===== src/rtl/hazard_pkg.sv =====
// rtl/hazard_pkg.sv - shared types, constants and hazard detect helper for the hazard sequencer
package hazard_pkg;

    typedef enum logic [1:0] {
        RUN   = 2'd0,
        STALL = 2'd1,
        WAIT  = 2'd2
    } state_t;

    localparam logic [4:0] REG_ZERO    = 5'd0;
    localparam int         STALL_CNT_W = 4;

    // A load in EX whose destination feeds a source of the ID instruction; $zero never hazards.
    function automatic logic load_use_hit(
        input logic       mem_read_ex,
        input logic [4:0] rt_ex,
        input logic [4:0] rs_id,
        input logic [4:0] rt_id,
        input logic       uses_rt_id
    );
        return mem_read_ex && (rt_ex != REG_ZERO) &&
               ((rt_ex == rs_id) || (uses_rt_id && (rt_ex == rt_id)));
    endfunction

endpackage


===== src/rtl/hazard_sequencer_if.sv =====
// rtl/hazard_sequencer_if.sv - pipeline-side hazard inputs and control outputs of the sequencer
interface hazard_sequencer_if #(
    parameter int CNT_W = 16
);
    logic [4:0]       Rs_ID;
    logic [4:0]       Rt_ID;
    logic             UsesRt_ID;
    logic             MemRead_EX;
    logic [4:0]       Rt_EX;
    logic             Branch_Taken_MEM;
    logic             DMem_Req_MEM;
    logic             DMem_Ready;
    logic             PC_Write;
    logic             IFID_Write;
    logic             ID_Control_NOP;
    logic             IFID_Flush;
    logic             IDEX_Flush;
    logic             EXMEM_Flush;
    logic             Pipeline_Freeze;
    logic             Mem_Error;
    logic [CNT_W-1:0] Stall_Count;
    logic [CNT_W-1:0] Flush_Count;

    modport slave (
        input  Rs_ID, Rt_ID, UsesRt_ID, MemRead_EX, Rt_EX,
        input  Branch_Taken_MEM, DMem_Req_MEM, DMem_Ready,
        output PC_Write, IFID_Write, ID_Control_NOP,
        output IFID_Flush, IDEX_Flush, EXMEM_Flush,
        output Pipeline_Freeze, Mem_Error, Stall_Count, Flush_Count
    );

    modport master (
        output Rs_ID, Rt_ID, UsesRt_ID, MemRead_EX, Rt_EX,
        output Branch_Taken_MEM, DMem_Req_MEM, DMem_Ready,
        input  PC_Write, IFID_Write, ID_Control_NOP,
        input  IFID_Flush, IDEX_Flush, EXMEM_Flush,
        input  Pipeline_Freeze, Mem_Error, Stall_Count, Flush_Count
    );

endinterface


===== src/rtl/sat_counter.sv =====
// rtl/sat_counter.sv - event counter that sticks at all-ones instead of wrapping
module sat_counter #(
    parameter int W = 16
) (
    input  logic         clk,
    input  logic         rst_n,
    input  logic         inc,
    output logic [W-1:0] count
);

    logic [W-1:0] r_count;

    always_ff @(posedge clk or negedge rst_n) begin
        if (!rst_n) begin
            r_count <= '0;
        end else if (inc && (r_count != {W{1'b1}})) begin
            r_count <= r_count + 1'b1;
        end
    end

    assign count = r_count;

endmodule


===== src/rtl/hazard_sequencer.sv =====
// rtl/hazard_sequencer.sv - load-use bubbles, taken-branch flushes and memory freeze for the 5-stage core
module hazard_sequencer
    import hazard_pkg::*;
#(
    parameter int LOAD_STALL_CYCLES = 1,
    parameter int MEM_TIMEOUT       = 255,
    parameter int CNT_W             = 16
) (
    input  logic              clk,
    input  logic              rst_n,
    hazard_sequencer_if.slave hz
);

    localparam int FRZ_W = 16;

    state_t                 r_state;
    state_t                 w_state_next;
    state_t                 w_eff_state;
    logic [STALL_CNT_W-1:0] r_stall_cnt;
    logic [STALL_CNT_W-1:0] w_stall_cnt_next;
    logic [FRZ_W-1:0]       r_frz_cnt;
    logic [FRZ_W-1:0]       w_frz_cnt_next;
    logic                   r_mem_error;
    logic                   w_mem_error_set;
    logic                   w_load_use;
    logic                   w_mem_wait;
    logic                   w_stall_inc;
    logic                   w_flush_inc;
    logic                   w_pc_write;
    logic                   w_ifid_write;
    logic                   w_nop;
    logic                   w_flush;
    logic                   w_freeze;
    logic [CNT_W-1:0]       w_stall_count;
    logic [CNT_W-1:0]       w_flush_count;

    assign w_load_use = load_use_hit(hz.MemRead_EX, hz.Rt_EX, hz.Rs_ID, hz.Rt_ID, hz.UsesRt_ID);
    assign w_mem_wait = hz.DMem_Req_MEM & ~hz.DMem_Ready;

    // The release cycle out of WAIT already behaves as the state being returned to,
    // so a held bubble or a pending hazard is acted on without losing a cycle.
    always_comb begin
        w_eff_state = r_state;
        if (r_state == WAIT) begin
            w_eff_state = (r_stall_cnt != '0) ? STALL : RUN;
        end
    end

    always_comb begin
        w_state_next     = w_eff_state;
        w_stall_cnt_next = r_stall_cnt;
        w_pc_write       = 1'b1;
        w_ifid_write     = 1'b1;
        w_nop            = 1'b0;
        w_flush          = 1'b0;
        w_freeze         = 1'b0;
        w_stall_inc      = 1'b0;
        w_flush_inc      = 1'b0;

        if (w_mem_wait) begin
            w_freeze     = 1'b1;
            w_pc_write   = 1'b0;
            w_ifid_write = 1'b0;
            w_state_next = WAIT;
        end else if (hz.Branch_Taken_MEM) begin
            w_flush          = 1'b1;
            w_flush_inc      = 1'b1;
            w_stall_cnt_next = '0;
            w_state_next     = RUN;
        end else if (w_eff_state == STALL) begin
            w_pc_write       = 1'b0;
            w_ifid_write     = 1'b0;
            w_nop            = 1'b1;
            w_stall_inc      = 1'b1;
            w_stall_cnt_next = r_stall_cnt - 1'b1;
            w_state_next     = (r_stall_cnt <= 1) ? RUN : STALL;
        end else if (w_load_use) begin
            w_pc_write   = 1'b0;
            w_ifid_write = 1'b0;
            w_nop        = 1'b1;
            w_stall_inc  = 1'b1;
            w_state_next = RUN;
            if (LOAD_STALL_CYCLES > 1) begin
                w_stall_cnt_next = STALL_CNT_W'(LOAD_STALL_CYCLES - 1);
                w_state_next     = STALL;
            end
        end

        if (!rst_n) begin
            w_pc_write   = 1'b0;
            w_ifid_write = 1'b0;
            w_nop        = 1'b1;
            w_flush      = 1'b0;
            w_freeze     = 1'b0;
            w_stall_inc  = 1'b0;
            w_flush_inc  = 1'b0;
        end
    end

    always_comb begin
        w_frz_cnt_next = '0;
        if (w_mem_wait) begin
            w_frz_cnt_next = (r_frz_cnt == {FRZ_W{1'b1}}) ? r_frz_cnt : r_frz_cnt + 1'b1;
        end
    end

    assign w_mem_error_set = w_mem_wait && (w_frz_cnt_next >= FRZ_W'(MEM_TIMEOUT));

    always_ff @(posedge clk or negedge rst_n) begin
        if (!rst_n) begin
            r_state     <= RUN;
            r_stall_cnt <= '0;
            r_frz_cnt   <= '0;
            r_mem_error <= 1'b0;
        end else begin
            r_state     <= w_state_next;
            r_stall_cnt <= w_stall_cnt_next;
            r_frz_cnt   <= w_frz_cnt_next;
            if (w_mem_error_set) begin
                r_mem_error <= 1'b1;
            end
        end
    end

    sat_counter #(.W(CNT_W)) u_stall_count (
        .clk   (clk),
        .rst_n (rst_n),
        .inc   (w_stall_inc),
        .count (w_stall_count)
    );

    sat_counter #(.W(CNT_W)) u_flush_count (
        .clk   (clk),
        .rst_n (rst_n),
        .inc   (w_flush_inc),
        .count (w_flush_count)
    );

    assign hz.PC_Write        = w_pc_write;
    assign hz.IFID_Write      = w_ifid_write;
    assign hz.ID_Control_NOP  = w_nop;
    assign hz.IFID_Flush      = w_flush;
    assign hz.IDEX_Flush      = w_flush;
    assign hz.EXMEM_Flush     = w_flush;
    assign hz.Pipeline_Freeze = w_freeze;
    assign hz.Mem_Error       = r_mem_error;
    assign hz.Stall_Count     = w_stall_count;
    assign hz.Flush_Count     = w_flush_count;

endmodule


===== src/flat_wrapper.sv =====
// flat-port wrapper written by rule: the top's interface ports become plain ports
module hazard_sequencer_flat import hazard_pkg::*;
#(
    parameter int LOAD_STALL_CYCLES = 1,
    parameter int MEM_TIMEOUT       = 255,
    parameter int CNT_W             = 16
)
  (clk, rst_n, hz_Rs_ID, hz_Rt_ID, hz_UsesRt_ID, hz_MemRead_EX, hz_Rt_EX, hz_Branch_Taken_MEM, hz_DMem_Req_MEM, hz_DMem_Ready, hz_PC_Write, hz_IFID_Write, hz_ID_Control_NOP, hz_IFID_Flush, hz_IDEX_Flush, hz_EXMEM_Flush, hz_Pipeline_Freeze, hz_Mem_Error, hz_Stall_Count, hz_Flush_Count);
  hazard_sequencer_if #(.CNT_W(CNT_W)) hz_i ();
  input  logic clk;
  input  logic rst_n;
  input wire logic [$bits(hz_i.Rs_ID)-1:0] hz_Rs_ID;
  input wire logic [$bits(hz_i.Rt_ID)-1:0] hz_Rt_ID;
  input wire logic [$bits(hz_i.UsesRt_ID)-1:0] hz_UsesRt_ID;
  input wire logic [$bits(hz_i.MemRead_EX)-1:0] hz_MemRead_EX;
  input wire logic [$bits(hz_i.Rt_EX)-1:0] hz_Rt_EX;
  input wire logic [$bits(hz_i.Branch_Taken_MEM)-1:0] hz_Branch_Taken_MEM;
  input wire logic [$bits(hz_i.DMem_Req_MEM)-1:0] hz_DMem_Req_MEM;
  input wire logic [$bits(hz_i.DMem_Ready)-1:0] hz_DMem_Ready;
  output wire logic [$bits(hz_i.PC_Write)-1:0] hz_PC_Write;
  output wire logic [$bits(hz_i.IFID_Write)-1:0] hz_IFID_Write;
  output wire logic [$bits(hz_i.ID_Control_NOP)-1:0] hz_ID_Control_NOP;
  output wire logic [$bits(hz_i.IFID_Flush)-1:0] hz_IFID_Flush;
  output wire logic [$bits(hz_i.IDEX_Flush)-1:0] hz_IDEX_Flush;
  output wire logic [$bits(hz_i.EXMEM_Flush)-1:0] hz_EXMEM_Flush;
  output wire logic [$bits(hz_i.Pipeline_Freeze)-1:0] hz_Pipeline_Freeze;
  output wire logic [$bits(hz_i.Mem_Error)-1:0] hz_Mem_Error;
  output wire logic [$bits(hz_i.Stall_Count)-1:0] hz_Stall_Count;
  output wire logic [$bits(hz_i.Flush_Count)-1:0] hz_Flush_Count;
  assign hz_i.Rs_ID = hz_Rs_ID;
  assign hz_i.Rt_ID = hz_Rt_ID;
  assign hz_i.UsesRt_ID = hz_UsesRt_ID;
  assign hz_i.MemRead_EX = hz_MemRead_EX;
  assign hz_i.Rt_EX = hz_Rt_EX;
  assign hz_i.Branch_Taken_MEM = hz_Branch_Taken_MEM;
  assign hz_i.DMem_Req_MEM = hz_DMem_Req_MEM;
  assign hz_i.DMem_Ready = hz_DMem_Ready;
  assign hz_PC_Write = hz_i.PC_Write;
  assign hz_IFID_Write = hz_i.IFID_Write;
  assign hz_ID_Control_NOP = hz_i.ID_Control_NOP;
  assign hz_IFID_Flush = hz_i.IFID_Flush;
  assign hz_IDEX_Flush = hz_i.IDEX_Flush;
  assign hz_EXMEM_Flush = hz_i.EXMEM_Flush;
  assign hz_Pipeline_Freeze = hz_i.Pipeline_Freeze;
  assign hz_Mem_Error = hz_i.Mem_Error;
  assign hz_Stall_Count = hz_i.Stall_Count;
  assign hz_Flush_Count = hz_i.Flush_Count;
  hazard_sequencer #(.LOAD_STALL_CYCLES(LOAD_STALL_CYCLES), .MEM_TIMEOUT(MEM_TIMEOUT), .CNT_W(CNT_W)) u_core (.clk(clk), .rst_n(rst_n), .hz(hz_i));
endmodule

===== config.mk =====
export PLATFORM = sky130hd
export DESIGN_NAME = hazard_sequencer_flat
export DESIGN_NICKNAME = d
export VERILOG_FILES = /design/src/rtl/hazard_pkg.sv /design/src/rtl/hazard_sequencer_if.sv /design/src/rtl/sat_counter.sv /design/src/rtl/hazard_sequencer.sv /design/src/flat_wrapper.sv
export SDC_FILE = /design/constraint.sdc
export NUM_CORES = 1
export LEC_CHECK = 0
export ABC_AREA = 1
export CORE_ASPECT_RATIO = 1.5
export CORE_MARGIN = 2
export CORE_UTILIZATION = 53
export DETAILED_ROUTE_END_ITERATION = 16
export HOLD_SLACK_MARGIN = 0.05
export PLACE_DENSITY = 0.8
export SYNTH_ARGS = -nofsm -noshare
export SYNTH_HDL_FRONTEND = slang
export SYNTH_SLANG_ARGS = --single-unit

===== constraint.sdc =====
create_clock -name clk -period 2 [get_ports clk]
set_input_delay 0.4 -clock clk [delete_from_list [all_inputs] [get_ports clk]]
set_output_delay 0.4 -clock clk [all_outputs]
set_load 0.1 [all_outputs]

# Word level (Yosys, flattened, before mapping)
# Cells that the tools add are included.
dict set report classes {
  n_lt_le_gt_ge 2
  n_reduce_logical 11
  n_eq_ne 7
  n_mux 27
  addsub 4
  bitwise 3
}
# operator count
set op_table {}
lappend op_table {{$add A16 B1 Y16 const B} 3}
lappend op_table {{$mux W16} 2}
lappend op_table {{$ne A16 B16 Y1 const B} 2}
lappend op_table {{$mux W1} 18}
lappend op_table {{$eq A16 B16 Y1 const B} 1}
lappend op_table {{$ge A16 B8 Y1 const B} 1}
lappend op_table {{$eq A5 B5 Y1} 2}
lappend op_table {{$mux W2} 5}
lappend op_table {{$mux W4} 2}
lappend op_table {{$logic_and A1 B1 Y1} 6}
lappend op_table {{$reduce_bool A5 Y1} 1}
lappend op_table {{$le A4 B1 Y1 const B} 1}
lappend op_table {{$reduce_bool A4 Y1} 1}
lappend op_table {{$sub A4 B1 Y4 const B} 1}
lappend op_table {{$eq A2 B1 Y1 const B} 1}
lappend op_table {{$eq A2 B2 Y1 const B} 1}
lappend op_table {{$not A1 Y1} 2}
lappend op_table {{$reduce_and A2 Y1} 1}
lappend op_table {{$reduce_bool A2 Y1} 1}
lappend op_table {{$and A1 B1 Y1} 1}
lappend op_table {{$logic_or A1 B1 Y1} 1}
dict set report totals {
  reg_bits 55
  elab_cells 60
  out_inout_bits 40
}

# Longest topological paths before layout
dict set report depth {
  ltp_word 10
  depth_mapped 12
  mapped_depth_nobuf 11
}

# By module
# A second synthesis with hierarchy kept.
dict set report hier_totals {
  cells_unflattened 558
  hier_area_um2 3814.9
}
# mod seq_area_each_um2 instances area_each_um2 cells_each
set modules_own_cells {}
lappend modules_own_cells {sat_counter 400.4 2 1058.5 149}
lappend modules_own_cells {hazard_sequencer 575.6 1 1697.9 260}

# Worst setup path after synthesis
# OpenSTA, ideal clock, no wires.
dict set report synth_timing {
  path_kind {register to output}
  start {register u_core.r_stall_cnt[0]}
  end {output port hz_PC_Write}
  slack_ns -2.128
  path_stages_with_launch 10
  required_ns 1.600
  arrival_ns 3.728
  cell_sequence {dfrtp_1 -> inv_1 -> ha_1 -> nand3_1 -> a21oi_1 -> nor2_1 -> inv_1 -> a21oi_1 -> nor3_1 -> buf_4}
}
dict set report synth_via {
  elab_chain_cells 8
}
# element line_no
set synth_lines {}
lappend synth_lines {{start: declaration} hazard_sequencer.sv:19} ;# logic [STALL_CNT_W-1:0] r_stall_cnt;
lappend synth_lines {{start signal: assignment} hazard_sequencer.sv:117} ;# r_stall_cnt <= w_stall_cnt_next;
lappend synth_lines {{$reduce_bool A4 Y1} hazard_sequencer.sv:45} ;# w_eff_state = (r_stall_cnt != '0) ? STALL : RUN;
lappend synth_lines {{$mux W1} hazard_sequencer.sv:45}
lappend synth_lines {{$mux W2} hazard_sequencer.sv:44} ;# if (r_state == WAIT) begin
lappend synth_lines {{$eq A2 B1 Y1} hazard_sequencer.sv:70} ;# end else if (w_eff_state == STALL) begin
lappend synth_lines {{$mux W1 (4 in series)} -}
lappend synth_lines {{end: declaration} flat_wrapper.sv:20} ;# output wire logic [$bits(hz_i.PC_Write)-1:0] hz_PC_Write;
# Every way passes these cells.

# Final worst setup path
dict set report layout_timing {
  start {register u_core.r_stall_cnt[0]}
  end {output port hz_IFID_Write}
}
dict set report layout_via {
  elab_chain_cells 8
}
# element line_no
set layout_lines {}
lappend layout_lines {{$reduce_bool A4 Y1} hazard_sequencer.sv:45}
lappend layout_lines {{$mux W1} hazard_sequencer.sv:45}
lappend layout_lines {{$mux W2} hazard_sequencer.sv:44}
lappend layout_lines {{$eq A2 B1 Y1} hazard_sequencer.sv:70}
lappend layout_lines {{$mux W1} hazard_sequencer.sv:70}
lappend layout_lines {{$mux W1} hazard_sequencer.sv:65} ;# end else if (hz.Branch_Taken_MEM) begin
lappend layout_lines {{$mux W1} hazard_sequencer.sv:60} ;# if (w_mem_wait) begin
lappend layout_lines {{$mux W1} hazard_sequencer.sv:89} ;# if (!rst_n) begin
lappend layout_lines {{end: declaration} flat_wrapper.sv:21} ;# output wire logic [$bits(hz_i.IFID_Write)-1:0] hz_IFID_Write;
# Every way passes these cells.

==> load_flow_metrics.sql <==
INSERT INTO impl_metrics (metric_group, metric, value, unit) VALUES
('outcome', 'status', 'finished, violations left', ''),
('outcome', 'violated_checks', 'negative setup slack', ''),
('placed_design', 'placed_cells', '644', ''),
('grt', 'grt_start_max_net_pins', '56', ''),
('clocking', 'cts_tree', 'built', ''),
('grt', 'first_global_vias', '3378', ''),
('routing', 'drt-pass1-iter-count', '4', ''),
('final_layout', 'postLayoutCoreUtil', '73.1', '%'),
('clocking', 'cts.reportedPaths.clkPinSlew', '0.11', 'ns'),
('setup_path', 'worstSetupEndpointType', 'primary output', ''),
('die', 'die_area', '0.00738', 'mm2'),
('die', 'core', '0.00649', 'mm2'),
('routing', 'detail_route.iter0.violations', '206', ''),
('die', 'start_util', '54.7', '%'),
('setup_path', 'setup.worst_path.start', 'u_core.r_stall_cnt[0]$_DFFE_PN0P_', ''),
('pwr', 'fin_total_pwr', '3.83', 'mW'),
('sta', 'final_worst_path_period_share', '112', '%'),
('routing', 'dr_total_vias', '3466', ''),
('logic_synthesis', 'synth-seq-area-share', '38.8', '%'),
('pwr', 'worst_ir_drop_vdd', '0.00106', 'V'),
('pwr', 'power.share.switching', '45.3', '%'),
('clocking', 'ctsLongestPathBuffers', '2', ''),
('final_layout', 'layout_commonest_cell', 'nand2_1', ''),
('logic_synthesis', 'synth.net_count', '521', ''),
('clocking', 'sink_count', '55', ''),
('sta', 'period_minus_slack', '2.24', 'ns'),
('hold_path', 'worst_hold_path_type', 'primary input to async pin', ''),
('routing', 'number_of_vias_per_cell', '5.20', ''),
('grt', 'overflow', '0', ''),
('sta', 'layout_setup_ws', '-0.244', 'ns'),
('logic_synthesis', 'synthesis.instances', '494', ''),
('logic_synthesis', 'yosys_register_bits', '55', ''),
('routing', 'remaining_drc_errors', '0', ''),
('routing', 'drt_wl_total', '8.93', 'mm'),
('grt', 'grt_usage', '24.3', '%'),
('setup_path', 'worstRegToRegCells', '9', ''),
('final_layout', 'antennaDiodeCount', '0', ''),
('final_layout', 'drive_gt1_share', '26.2', '%'),
('setup_path', 'crit_type', 'flip-flop to primary output', ''),
('sta', 'finalHoldViolCount', '0', ''),
('logic_synthesis', 'mappedNetlistArea', '0.00355', 'mm2'),
('pwr', 'power-per-cell-area', '807', 'mW/mm2'),
('final_layout', 'non_filler_cells_in_the_finished_layout', '667', ''),
('sta', 'setup_tns', '-0.685', 'ns'),
('clocking', 'root_buffer', 'clkbuf_8', ''),
('pwr', 'clockPowerShare', '17.0', '%'),
('die', 'floorplan.die.width', '70.8', 'um'),
('die', 'row_count', '36', ''),
('placed_design', 'port-buffer-count', '61', ''),
('sta', 'tightestPinTransition', '0.704', 'ns'),
('sta', 'rsz0062_at_grt', 'true', ''),
('setup_path', 'cp_data_arrival_time', '1.84', 'ns'),
('sta', 'fmax', '0.446', 'GHz'),
('sta', 'fin_skew', '0.00984', 'ns'),
('logic_synthesis', 'netlist-cell-type-count', '33', ''),
('pwr', 'power_switching', '1.73', 'mW'),
('final_layout', 'numnets_final', '617', ''),
('clocking', 'clock_tree.htree_level_count', '2', ''),
('pwr', 'leakagePower', '2.34', 'nW'),
('routing', 'post_drt_wl_per_cell', '13.4', 'um'),
('grt', 'grt_pass1_wl', '14.7', 'mm'),
('clocking', 'clock_insertion_delay_worst_skew', '0.33', 'ns'),
('die', 'chipHeight', '104', 'um'),
('grt', 'antenna_found_initial', '0', ''),
('clocking', 'cts_buffers', '5', ''),
('setup_path', 'required', '1.60', 'ns'),
('sta', 'slew-limit-headroom', '53.1', '%'),
('placed_design', 'worst_setup_slack_post_dpl', '-0.480', 'ns'),
('final_layout', 'areaGrowthSynthToFinish', '33.5', '%'),
('placed_design', 'routabilityCongestion', '0.893', ''),
('logic_synthesis', 'yosys_warnings', '0', ''),
('job', 'maxCapViolations', '0', ''),
('pwr', 'comb_power_share', '46.2', '%'),
('routing', 'antenna_left', '0', ''),
('pwr', 'power_report.internal_total', '2.09', 'mW'),
('setup_path', 'r2r-start', 'u_core.u_stall_count.count[0]$_DFFE_PN0P_', ''),
('placed_design', 'hpwl', '6.30', 'mm'),
('sta', 'count_of_final_setup_violators', '3', ''),
('final_layout', 'mostFrequentLayoutCells', 'nand2_1, inv_1, buf_4, nor2_1, nand3_1', ''),
('sta', 'finalMaxSlewViolations', '0', ''),
('pwr', 'pwr-share-seq', '36.8', '%'),
('die', 'number_of_primary_i_o_pins', '62', ''),
('setup_path', 'crit_path_start_kind', 'flip-flop', ''),
('logic_synthesis', 'post_synth.cell_area_avg', '7.19', 'um2'),
('setup_path', 'critical_path.max_fanout', '3', '');
stage by stage:
stage          area (um2)  hold slack [ns]
2_1_floorplan        3650            0.104
3_3_place_gp         4480            0.471
3_5_place_dp         4480            0.476
4_1_cts              4630            0.309
5_1_grt              4740            0.349
6_report             4740            0.278
cells in the mapped netlist:
master    instances  area [um2]
a211oi_1          1        7.51
a21oi_1           9        45.0
a41o_1            1        10.0
buf_4             4        30.0
buf_6             4        45.0
clkinv_1          1        3.75
dfrtp_1          55        1380
ha_1              5        62.6
inv_1            85         319
inv_2             3        11.3
inv_4             1        6.26
nand2_1         139         522
nand2_2           3        18.8
nand2_4           1        11.3
nand3_1          42         210
nand3_2           2        20.0
nand3b_1          1        7.51
nand4_1           7        43.8
nand4_2           1        12.5
nor2_1           47         176
nor2_2            3        18.8
nor2_4            6        67.6
nor3_1            6        30.0
nor3_2            1        10.0
nor3_4            1        16.3
nor4_1            2        12.5
o21ai_0          16        80.1
o21ai_1          11        55.1
o21ai_2           3        26.3
o21ai_4           1        16.3
o31ai_1           1        7.51
xnor2_1          16         140
xor2_1           15         131
worst max-delay path, cell delays in order (launching register included):
cell and delay (ns):
dfrtp_1 0.40, inv_2 0.09, ha_4 0.15, nand3_4 0.08, a21oi_2 0.14, nor2_2 0.06, inv_2 0.08, a21oi_4 0.08
nor3_4 0.22, buf_12 0.21
cells by family (layout without fill, tap and decap cells):
kind of cell | count (synthesis) | in the layout | share of synthesized area [%]
AOI/OAI and AO/OA | 43 | 43 | 6.98
xor gates and xnor gates | 31 | 31 | 7.65
adders and majority gates | 5 | 5 | 1.76
buffers and inverters | 98 | 195 | 11.7
DFF | 55 | 55 | 38.8
and+or+nand+nor | 262 | 262 | 33.2
power groups by stage:
stage / registers, mW / clock network, mW / logic [mW]
final: 1.41 / 0.650 / 1.77
after global routing: 1.43 / 0.685 / 1.86
after CTS: 1.40 / 0.661 / 1.64
after detailed placement: 1.42 / 0 / 1.54
after global placement: 1.42 / 0 / 1.51
after floorplan: 2.03 / 0 / 0.524
registers in the layout, summed over array words and instances (netlist names):
| signal | count |
|---|---|
| u_core.u_stall_count.count | 16 |
| u_core.hz.Mem_Error | 1 |
| u_core.r_state | 2 |
| u_core.r_frz_cnt | 16 |
| u_core.r_stall_cnt | 4 |
| u_core.u_flush_count.count | 16 |
final timing paths:
kind	slack, ns	endpoint
setup / recovery	-0.24	hz_IFID_Write
hold / removal	0.28	u_core.r_frz_cnt[11]$_DFF_PN0_
setup reg to reg	0.11	u_core.u_stall_count.count[1]$_DFFE_PN0P_
hold reg to reg	0.49	u_core.u_flush_count.count[8]$_DFFE_PN0P_
max in group asynchronous	1.19	u_core.u_flush_count.count[0]$_DFFE_PN0P_
min in group clk	0.49	u_core.u_flush_count.count[8]$_DFFE_PN0P_
repair_timing:
item	4_1_cts	5_1_grt
gates cloned	0	1
endpoints found under the setup margin	7	25
pin swaps	16	5
setup buffers	7	7
hold buffers	0	0
gates resized for setup	26	11
routing by layer:
metal | vias to the layer above | routed length, um | GRT usage (%)
met5 | - | 0 | 0
met2 | 75 | 4950 | 44.7
met1 | 1654 | 3530 | 27.6
met3 | 18 | 279 | 3.29
li1 | 1719 | - | -
met4 | 0 | 177 | 9.70
final cells by class:
| type | count | area [um2] |
|---|---|---|
| multi-input cells | 341 | 1860 |
| clock buffers | 5 | 68.8 |
| repair buffers | 97 | 942 |
| flip-flops and latches | 55 | 1420 |
| fillers | 498 | 1740 |
| well taps | 76 | 95.1 |
| clock inverters | 3 | 18.8 |
| inverters | 90 | 344 |
(Power assumes the default switching activity.)
